File: src/rtl/output_sample_buffer_pkg.sv
// ============================================================================
// Module      : sample_buf_p (package)
// Description : Shared constants and helpers for the output sample buffer.
// Revision    : 1.0
// ============================================================================
`default_nettype none

package sample_buf_p;

    localparam int DEFAULT_WIDTH     = 14;
    localparam int DEFAULT_DEPTH     = 16;
    localparam int DEFAULT_CNT_WIDTH = 8;

    // Pointer width for a FIFO of the given depth; never narrower than 1 bit.
    function automatic int ptr_width(input int depth);
        return (depth <= 2) ? 1 : $clog2(depth);
    endfunction

endpackage

`default_nettype wire

File: src/rtl/output_sample_buffer_if.sv
// ============================================================================
// Module      : output_sample_buffer_if
// Description : Producer/consumer bundle of the output sample buffer.
// Revision    : 1.0
// ============================================================================
`default_nettype none

interface output_sample_buffer_if
    import sample_buf_p::*;
#(
    parameter int WIDTH     = DEFAULT_WIDTH,
    parameter int DEPTH     = DEFAULT_DEPTH,
    parameter int CNT_WIDTH = DEFAULT_CNT_WIDTH
);
    localparam int LW = ptr_width(DEPTH) + 1;

    logic [WIDTH-1:0]     in_data;
    logic                 in_strobe;
    logic                 in_valid;
    logic [WIDTH-1:0]     out_data;
    logic                 out_valid;
    logic                 out_ready;
    logic [LW-1:0]        level;
    logic                 overflow;
    logic [CNT_WIDTH-1:0] drop_count;

    modport slave (
        input  in_data, in_strobe, in_valid, out_ready,
        output out_data, out_valid, level, overflow, drop_count
    );

    modport master (
        output in_data, in_strobe, in_valid, out_ready,
        input  out_data, out_valid, level, overflow, drop_count
    );

endinterface

`default_nettype wire

File: src/rtl/output_sample_buffer_fifo_mem.sv
// ============================================================================
// Module      : sample_fifo_mem
// Description : Simple dual-port register array, synchronous write, async read.
// Revision    : 1.0
// ============================================================================
`default_nettype none

module sample_fifo_mem #(
    parameter int WIDTH = 14,
    parameter int DEPTH = 16,
    parameter int AW    = 4
) (
    input  wire logic             clk,
    input  wire logic             we_i,
    input  wire logic [AW-1:0]    waddr_i,
    input  wire logic [WIDTH-1:0] wdata_i,
    input  wire logic [AW-1:0]    raddr_i,
    output logic      [WIDTH-1:0] rdata_o
);

    logic [WIDTH-1:0] mem_q [DEPTH];

    always_ff @(posedge clk) begin
        if (we_i) begin
            mem_q[waddr_i] <= wdata_i;
        end
    end

    assign rdata_o = mem_q[raddr_i];

endmodule

`default_nettype wire

File: src/rtl/output_sample_buffer.sv
// ============================================================================
// Module      : output_sample_buffer
// Description : Rate-decoupling FIFO between the filter and the readout path.
// Revision    : 1.0
// ============================================================================
`default_nettype none

module output_sample_buffer
    import sample_buf_p::*;
#(
    parameter int WIDTH     = DEFAULT_WIDTH,
    parameter int DEPTH     = DEFAULT_DEPTH,
    parameter int CNT_WIDTH = DEFAULT_CNT_WIDTH
) (
    input wire logic               clk,
    input wire logic               rst,
    input wire logic               clear,
    output_sample_buffer_if.slave  bus
);

    localparam int AW = ptr_width(DEPTH);
    localparam int LW = AW + 1;
    localparam logic [LW-1:0]        c_FULL    = LW'(DEPTH);
    localparam logic [LW-1:0]        c_ONE     = LW'(1);
    localparam logic [CNT_WIDTH-1:0] c_CNT_MAX = '1;

    generate
        if (DEPTH < 2 || (DEPTH & (DEPTH - 1)) != 0) begin : g_bad_depth
            $fatal(1, "output_sample_buffer: DEPTH must be a power of two >= 2");
        end
    endgenerate

    logic [AW-1:0]        wr_ptr_q, wr_ptr_d;
    logic [AW-1:0]        rd_ptr_q, rd_ptr_d;
    logic [LW-1:0]        level_q, level_d;
    logic [WIDTH-1:0]     out_data_q, out_data_d;
    logic                 out_valid_q, out_valid_d;
    logic                 overflow_q, overflow_d;
    logic [CNT_WIDTH-1:0] drop_cnt_q, drop_cnt_d;

    logic                 w_push, w_pop, w_full, w_drop, w_wr;
    logic [AW-1:0]        w_rd_addr;
    logic [WIDTH-1:0]     w_rd_data;

    sample_fifo_mem #(
        .WIDTH (WIDTH),
        .DEPTH (DEPTH),
        .AW    (AW)
    ) u_mem (
        .clk     (clk),
        .we_i    (w_wr & ~clear),
        .waddr_i (wr_ptr_q),
        .wdata_i (bus.in_data),
        .raddr_i (w_rd_addr),
        .rdata_o (w_rd_data)
    );

    always_comb begin
        w_push    = bus.in_strobe & bus.in_valid;
        w_pop     = out_valid_q & bus.out_ready;
        w_full    = (level_q == c_FULL);
        w_drop    = w_push & w_full & ~w_pop;
        w_wr      = w_push & ~w_drop;
        // On a pop, look one entry ahead so the next head is exposed without a bubble.
        w_rd_addr = w_pop ? (rd_ptr_q + AW'(1)) : rd_ptr_q;

        wr_ptr_d    = wr_ptr_q;
        rd_ptr_d    = rd_ptr_q;
        level_d     = level_q;
        out_data_d  = out_data_q;
        out_valid_d = out_valid_q;
        overflow_d  = overflow_q;
        drop_cnt_d  = drop_cnt_q;

        if (w_wr) begin
            wr_ptr_d = wr_ptr_q + AW'(1);
        end
        if (w_pop) begin
            rd_ptr_d = rd_ptr_q + AW'(1);
        end

        case ({w_wr, w_pop})
            2'b10:   level_d = level_q + c_ONE;
            2'b01:   level_d = level_q - c_ONE;
            default: level_d = level_q;
        endcase

        // A sample written this edge is not yet readable, hence only level_q counts.
        if (w_pop) begin
            out_valid_d = (level_q > c_ONE);
            if (level_q > c_ONE) begin
                out_data_d = w_rd_data;
            end
        end else if (!out_valid_q && level_q != '0) begin
            out_valid_d = 1'b1;
            out_data_d  = w_rd_data;
        end

        if (w_drop) begin
            overflow_d = 1'b1;
            if (drop_cnt_q != c_CNT_MAX) begin
                drop_cnt_d = drop_cnt_q + CNT_WIDTH'(1);
            end
        end

        if (clear) begin
            wr_ptr_d    = '0;
            rd_ptr_d    = '0;
            level_d     = '0;
            out_valid_d = 1'b0;
            overflow_d  = 1'b0;
            drop_cnt_d  = '0;
        end
    end

    always_ff @(posedge clk) begin
        if (rst) begin
            wr_ptr_q    <= '0;
            rd_ptr_q    <= '0;
            level_q     <= '0;
            out_data_q  <= '0;
            out_valid_q <= 1'b0;
            overflow_q  <= 1'b0;
            drop_cnt_q  <= '0;
        end else begin
            wr_ptr_q    <= wr_ptr_d;
            rd_ptr_q    <= rd_ptr_d;
            level_q     <= level_d;
            out_data_q  <= out_data_d;
            out_valid_q <= out_valid_d;
            overflow_q  <= overflow_d;
            drop_cnt_q  <= drop_cnt_d;
        end
    end

    assign bus.out_data   = out_data_q;
    assign bus.out_valid  = out_valid_q;
    assign bus.level      = level_q;
    assign bus.overflow   = overflow_q;
    assign bus.drop_count = drop_cnt_q;

endmodule

`default_nettype wire

File: src/flat_wrapper.sv
// flat-port wrapper written by rule: the top's interface ports become plain ports
module output_sample_buffer_flat import sample_buf_p::*;
#(
    parameter int WIDTH     = DEFAULT_WIDTH,
    parameter int DEPTH     = DEFAULT_DEPTH,
    parameter int CNT_WIDTH = DEFAULT_CNT_WIDTH
)
  (clk, rst, clear, bus_in_data, bus_in_strobe, bus_in_valid, bus_out_ready, bus_out_data, bus_out_valid, bus_level, bus_overflow, bus_drop_count);
  output_sample_buffer_if #(.WIDTH(WIDTH), .DEPTH(DEPTH), .CNT_WIDTH(CNT_WIDTH)) bus_i ();
  input wire logic clk;
  input wire logic rst;
  input wire logic clear;
  input wire logic [$bits(bus_i.in_data)-1:0] bus_in_data;
  input wire logic [$bits(bus_i.in_strobe)-1:0] bus_in_strobe;
  input wire logic [$bits(bus_i.in_valid)-1:0] bus_in_valid;
  input wire logic [$bits(bus_i.out_ready)-1:0] bus_out_ready;
  output wire logic [$bits(bus_i.out_data)-1:0] bus_out_data;
  output wire logic [$bits(bus_i.out_valid)-1:0] bus_out_valid;
  output wire logic [$bits(bus_i.level)-1:0] bus_level;
  output wire logic [$bits(bus_i.overflow)-1:0] bus_overflow;
  output wire logic [$bits(bus_i.drop_count)-1:0] bus_drop_count;
  assign bus_i.in_data = bus_in_data;
  assign bus_i.in_strobe = bus_in_strobe;
  assign bus_i.in_valid = bus_in_valid;
  assign bus_i.out_ready = bus_out_ready;
  assign bus_out_data = bus_i.out_data;
  assign bus_out_valid = bus_i.out_valid;
  assign bus_level = bus_i.level;
  assign bus_overflow = bus_i.overflow;
  assign bus_drop_count = bus_i.drop_count;
  output_sample_buffer #(.WIDTH(WIDTH), .DEPTH(DEPTH), .CNT_WIDTH(CNT_WIDTH)) u_core (.clk(clk), .rst(rst), .clear(clear), .bus(bus_i));
endmodule
File: config.mk
export PLATFORM = sky130hd
export DESIGN_NAME = output_sample_buffer_flat
export DESIGN_NICKNAME = d
export VERILOG_FILES = /design/src/rtl/output_sample_buffer_pkg.sv /design/src/rtl/output_sample_buffer_if.sv /design/src/rtl/output_sample_buffer_fifo_mem.sv /design/src/rtl/output_sample_buffer.sv /design/src/flat_wrapper.sv
export SDC_FILE = /design/constraint.sdc
export NUM_CORES = 1
export LEC_CHECK = 0
export BUFFER_PORTS_ARGS = -buffer_cell sky130_fd_sc_hd__buf_2
export CORE_ASPECT_RATIO = 0.8
export CORE_UTILIZATION = 61
export DETAILED_ROUTE_END_ITERATION = 10
export HOLD_SLACK_MARGIN = 0.02
export PLACE_DENSITY_LB_ADDON = 0.05
export RECOVER_POWER = 50
export REMOVE_ABC_BUFFERS = 1
export SLEW_MARGIN = 20
export SYNTH_ARGS = -nofsm -noshare
export SYNTH_HDL_FRONTEND = slang
export SYNTH_SLANG_ARGS = --single-unit
export TNS_END_PERCENT = 10
File: constraint.sdc
create_clock -name clk -period 3.2 [get_ports clk]
set_input_delay 0.16 -clock clk [delete_from_list [all_inputs] [get_ports clk]]
set_output_delay 0.16 -clock clk [all_outputs]
set_load 0.03 [all_outputs]
* Word level (Yosys, flattened, before mapping)
Memory sizes are Yosys's and may differ from the RTL's.
Index checks and enable logic that the tools add are counted.
** Operators by class
- $add $sub $neg :: 5
- Order comparisons :: 1
- Equal/unequal tests :: 5
- Muxes and demuxes :: 9
- Bitwise gates (word level) :: 9
- Reduce and logical (&&, ||, !) cells :: 8
** Operators with widths (count)
- $mux 14 :: 3
- $pmux 5 s2 :: 1
- $add 4x1->4 const B :: 2
- $add 8x1->8 const B :: 1
- $ne 8x8->1 const B :: 1
- $and 1x1->1 :: 6
- $add 5x1->5 const B :: 1
- $eq 5x5->1 const B :: 1
- $gt 5x1->1 const B :: 1
- $reduce_bool 5->1 :: 1
- $sub 5x1->5 const B :: 1
- $mux 1 :: 4
- $mux 4 :: 1
- $reduce_and 2->1 :: 2
- $reduce_bool 2->1 :: 2
- $not 1->1 :: 3
- $eq 2x1->1 const B :: 1
- $eq 2x2->1 const B :: 1
- $ne 2x2->1 const B :: 1
- $reduce_or 2->1 :: 1
- $logic_and 1x1->1 :: 1
- $logic_not 1->1 :: 1
** Storage, ports and cells
- Bits in registers :: 37
- RAM bits :: 224
- Input bits :: 20
- Output and inout port bits :: 29
- Logic and storage cells :: 45
- Memories :: 1
** Memory list
- u_core.u_mem.mem_q :: words 16, width 14, rd ports 1, clocked after memory_dff 0, wr ports 1, RTL line output_sample_buffer_fifo_mem.sv:21 : logic [WIDTH-1:0] mem_q [DEPTH];

* Depth between registers and ports, before layout
- Depth after elaboration :: 8
- Gate-level depth with buffers :: 9

* By module
A second synthesis with hierarchy kept.
** Second synthesis, totals
- Cell total of the unflattened synthesis :: 565
- Area total of the unflattened synthesis :: 10318.6 µm²
** By module, submodules not included
- sample_fifo_mem :: times used 1, cells an instance 365, area each 8483.1 µm²
- output_sample_buffer :: times used 1, cells an instance 200, area each 1835.5 µm²

* Worst setup path after synthesis
OpenSTA, ideal clock, no wires.
- Path type :: register -> register
- Start point :: register u_core.level_q[0], in the netlist u_core.bus.level[0]
- End point :: memory u_core.u_mem.mem_q[3][0] (enable)
- Arrival :: 2.290 ns
- Data required time :: 2.816 ns
- Path slack :: 0.526 ns
- Stages on the path, launching flop included :: 7
- Period minus slack after synthesis :: 2.674 ns
- Path through :: dfxtp_1 -> inv_1 -> ha_1 -> and4bb_2 -> a21oi_2 -> nand2_1 -> nor2_1
** Between the ends
- Cells in the longest elaborated chain, start to end :: 8
** Ends and longest elaborated chain
- start: declaration :: RTL line output_sample_buffer.sv:35 : logic [LW-1:0] level_q, level_d;
- start signal: assignment :: RTL line output_sample_buffer.sv:128 : level_q <= level_d;
- $eq 5x5->1 :: RTL line output_sample_buffer.sv:61 : w_full = (level_q == c_FULL);
- $and 1x1->1 (2 in series) :: RTL line output_sample_buffer.sv:62 : w_drop = w_push & w_full & ~w_pop;
- $not 1->1 :: RTL line output_sample_buffer.sv:63 : w_wr = w_push & ~w_drop;
- $and 1x1->1 :: RTL line output_sample_buffer.sv:63
- $and 1x1->1 :: RTL line output_sample_buffer.sv:51 : .we_i (w_wr & ~clear),
- $mux 1 :: RTL line output_sample_buffer_fifo_mem.sv:24 : if (we_i) begin
- $mux 1 (not written as such) :: RTL line output_sample_buffer_fifo_mem.sv:25 : mem_q[waddr_i] <= wdata_i;
- end: declaration :: RTL line output_sample_buffer_fifo_mem.sv:21
No other way between the ends.

* Worst setup path after layout
- Start point :: register u_core.out_valid_q, in the netlist u_core.bus.out_valid
- End point :: register u_core.out_data_q[13], in the netlist u_core.bus.out_data[13]
** Between the ends
- Cells in the longest elaborated chain, start to end :: 5
- Elaborated cells on any way between the ends :: 11
- Classes of those cells :: eq/ne (1); mux (4); bitwise (1); reduce/logical (4); memory (1)
** Ends and longest elaborated chain
- start: declaration :: RTL line output_sample_buffer.sv:37 : logic out_valid_q, out_valid_d;
- start signal: assignment :: RTL line output_sample_buffer.sv:130 : out_valid_q <= out_valid_d;
- $and 1x1->1 :: RTL line output_sample_buffer.sv:60 : w_pop = out_valid_q & bus.out_ready;
- $mux 4 :: RTL line output_sample_buffer.sv:65 : w_rd_addr = w_pop ? (rd_ptr_q + AW'(1)) : rd_ptr_q;
- $mem_v2 16x14
- $mux 14 (on tied branches) :: RTL line output_sample_buffer.sv:94, output_sample_buffer.sv:91
- $mux 14 :: RTL line output_sample_buffer.sv:89 : if (w_pop) begin
- end signal: assignment :: RTL line output_sample_buffer.sv:129 : out_data_q <= out_data_d;
- end: declaration :: RTL line output_sample_buffer.sv:36 : logic [WIDTH-1:0] out_data_q, out_data_d;
Several ways; a longest one is shown, not always the timed one. The select of a mux whose other input is x is not followed.
A chain may end at the register's enable or synchronous reset.

==> summary.txt <==
Final layout
  • Area of the multi-input gates: 0.00389 sq mm
  • Ant. Diodes: 0
  • Syn-to-layout area delta: 12.0%
  • Share of layout cells above drive strength 1: 9.48%
  • Reg area: 0.00747 sq mm
  • Layout fillers: 1403
  • Total Nets Final: 1088
  • Final core occ: 70.2%
  • Design area: between 0.01 and 0.015 sq mm

Synth
  • Cell area after synthesis: approximately 0.012 sq mm
  • Sequential share of the synthesized area: 62.6%
  • Share of synthesized flip-flops with an asynchronous set or reset: 0%
  • Synth top area share: 56.4%
  • Flops & latches, synth: 261
  • Warnings from Yosys: 0
  • Number of flops mapped to enable cells by yosys: 224
  • Mean area per synthesized cell: 11.7 sq um
  • Yosys cell types: 52
  • Top cells by area, synth: edfxtp_1 (56%), a21oi_1 (6.4%), dfxtp_1 (6.2%)
  • Count leader, synth: edfxtp_1
  • Cells after Synth: 1018
  • Main synth FF type: edfxtp_1
  • Most instantiated cells after synthesis: edfxtp_1 (224), a21oi_1 (152), nor2_1 (68)
  • Area leader, netlist: edfxtp_1

Worst setup path
  • Startpoint types: flop
  • Worst EP arrival: between 3 and 4 ns
  • Crit-path max FO: 31
  • Setup crit end kind: flop
  • Worst Path Required: 3.59 ns
  • Worst Setup Path Type: reg2reg

Clocking
  • Worst-case clock buffer depth: 3
  • CTS-repair resized insts: 0
  • Reg clk slew, reported paths: 0.06 ns
  • Clk sink count: 261
  • Hold_buf cts: 10
  • Clk_lat worst skew: 0.53 ns
  • Post-CTS Setup Bufs: 0
  • Num CTS Buffers: 26
  • Clk root buf: clkbuf_16
  • CTS tree: built
  • Max H-tree Level: 1

Floorplanning
  • # rows: 45
  • Boundary Pins: 49
  • Die area: about 0.020 sq mm
  • Initial core utilization: 62.6%
  • Die Wd: 158 um
  • Core ar.: 0.0190 sq mm
  • Die height: about 130 um

Timing
  • Max frequency: 382 MHz
  • Slew headroom: 42.8%
  • Hold Fails Final Rpt: 0
  • Pins over their slew limit: 0
  • Minimum clock period: ~2.6 ns
  • Unrepaired setup endpoints after global routing: no
  • Worst-Margin Slew: 0.859 ns
  • Final period utilization: between 80% and 90%
  • Setup violations, final: 0
  • Post-Route Skew: around 0.0097 ns

Routing
  • Vias/cell: 6.54
  • WL final: 30800 um
  • Remaining antenna violation count: 0
  • Vias post-DR: 8723
  • Avg WL per Cell: 23.1 um
  • Drt pass-1 iters: 5
  • Drc violations: 0
  • Starting DRT DRC Count: between 1000 and 1500

Run status
  • Status: completed

GRT
  • Initial antenna violation count: 0
  • Vias in the first global route: 8178
  • Largest net degree at the start of global routing: 115
  • Congestion Overflow GR: 0
  • Total track usage: ~31%
  • Global-route wire length before repair: roughly 47000 um

Placed design
  • Placer congestion estimate: about 0.83
  • Dpl hpwl: 17200 um
  • Placed cell area: 0.0125 sq mm
  • PortBufs: 48

Job
  • Maxcap violations: 0

Worst hold path
  • Hold WC Path Type: in2reg

Power and ir drop
  • Lkg Pwr: 4.47 nW
  • Peak supply drop: between 400 and 500 uV
  • Power Dens Cells: roughly 520 mW/mm^2
[kinds of logic (layout without fill, tap and decap cells)]
logic type | after synthesis | count (layout) | synth area share [%]
XOR/XNOR | 15 | 15 | 1.42
AO/OA/AOI/OAI | 383 | 383 | 20.6
multiplexers | 10 | 10 | 1.81
flip-flops | 261 | 261 | 62.6
buffers and inverters | 144 | 202 | 4.92
adder cells (fa/ha/maj) | 10 | 10 | 1.05
AND/OR/NAND/NOR | 195 | 195 | 7.60
[critical path: stages, from the launching register on]
cell      delay [ns]
dfxtp_1         0.49
and2_1          0.33
clkbuf_2        0.72
nor2_1          0.12
a211o_1         0.30
a31oi_1         0.36
a31oi_1         0.15
[flip-flops by register name, summed over array words and instances, names as in the netlist]
signal	count
u_core.bus.drop_count	8
u_core.bus.level	5
u_core.bus.out_data	14
u_core.bus.out_valid	1
u_core.bus.overflow	1
u_core.rd_ptr_q	4
u_core.u_mem.mem_q	224
u_core.wr_ptr_q	4
[placed cells by master (no fill, tap or decap), types with 10 or more instances in the layout]
master,instances
nand3_1,10
a21oi_1,152
a31oi_1,26
a211oi_1,49
nand2_1,61
nor2_1,68
clkbuf_16,27
a2bb2oi_1,12
nor3_1,15
dlygate4sd3_1,10
or3_1,16
a221o_1,12
inv_1,54
a221oi_1,36
clkbuf_1,55
buf_4,36
o21bai_1,13
o31a_1,12
a211o_1,12
dfxtp_1,35
edfxtp_1,224
o21ai_0,52
[per-layer routing]
metal | routed length, um | GRT usage, %
met3 | 2890 | 5.70
met2 | 14000 | 47.7
met1 | 13200 | 45.9
met5 | 0 | 0
met4 | 625 | 9.11
[final cells by class]
cell class,instances,share of cell area [%]
Sequential cell,261,55.9
Timing Repair Buffer,101,5.11
Clock buffer,40,5.50
Inverter,55,1.55
Clock inverter,6,0.365
Multi-Input combinational cell,613,29.1
Tap cell,258,2.42
[metrics by stage]
stage / std cells / hold WS [ns] / power, mW / setup TNS [ns] / setup WS, ns
after global placement: 1278 / 0.458 / 4.10 / 0 / 0.775
final: 1334 / 0.129 / 6.89 / 0 / 0.579
after CTS: 1334 / 0.0219 / 6.93 / 0 / 0.659
after floorplan: 929 / 0.230 / 3.98 / -461.89 / -3.34
after detailed placement: 1278 / 0.458 / 4.10 / 0 / 0.722
after global routing: 1334 / 0.167 / 7.09 / 0 / 0.423
[worst paths after layout]
check             depth (start not counted)                 endpoint  slack [ns]                  from
hold reg to reg                           2      u_core.bus.overflow        0.47   u_core.bus.overflow
setup reg to reg                          6  u_core.bus.out_data[13]        0.58  u_core.bus.out_valid
setup / recovery                          6  u_core.bus.out_data[13]        0.58  u_core.bus.out_valid
hold / removal                            5      u_core.bus.level[0]        0.13          bus_in_valid
[where the power goes]
part	leakage (nW)	internal [mW]	total, mW	switching, mW
logic	1.78	0.0974	0.307	0.210
clock network	0.376	1.65	2.85	1.21
registers	2.32	3.71	3.73	0.0198
total	4.47	5.46	6.89	1.44
Note: power is estimated with default switching activity, not from simulation.
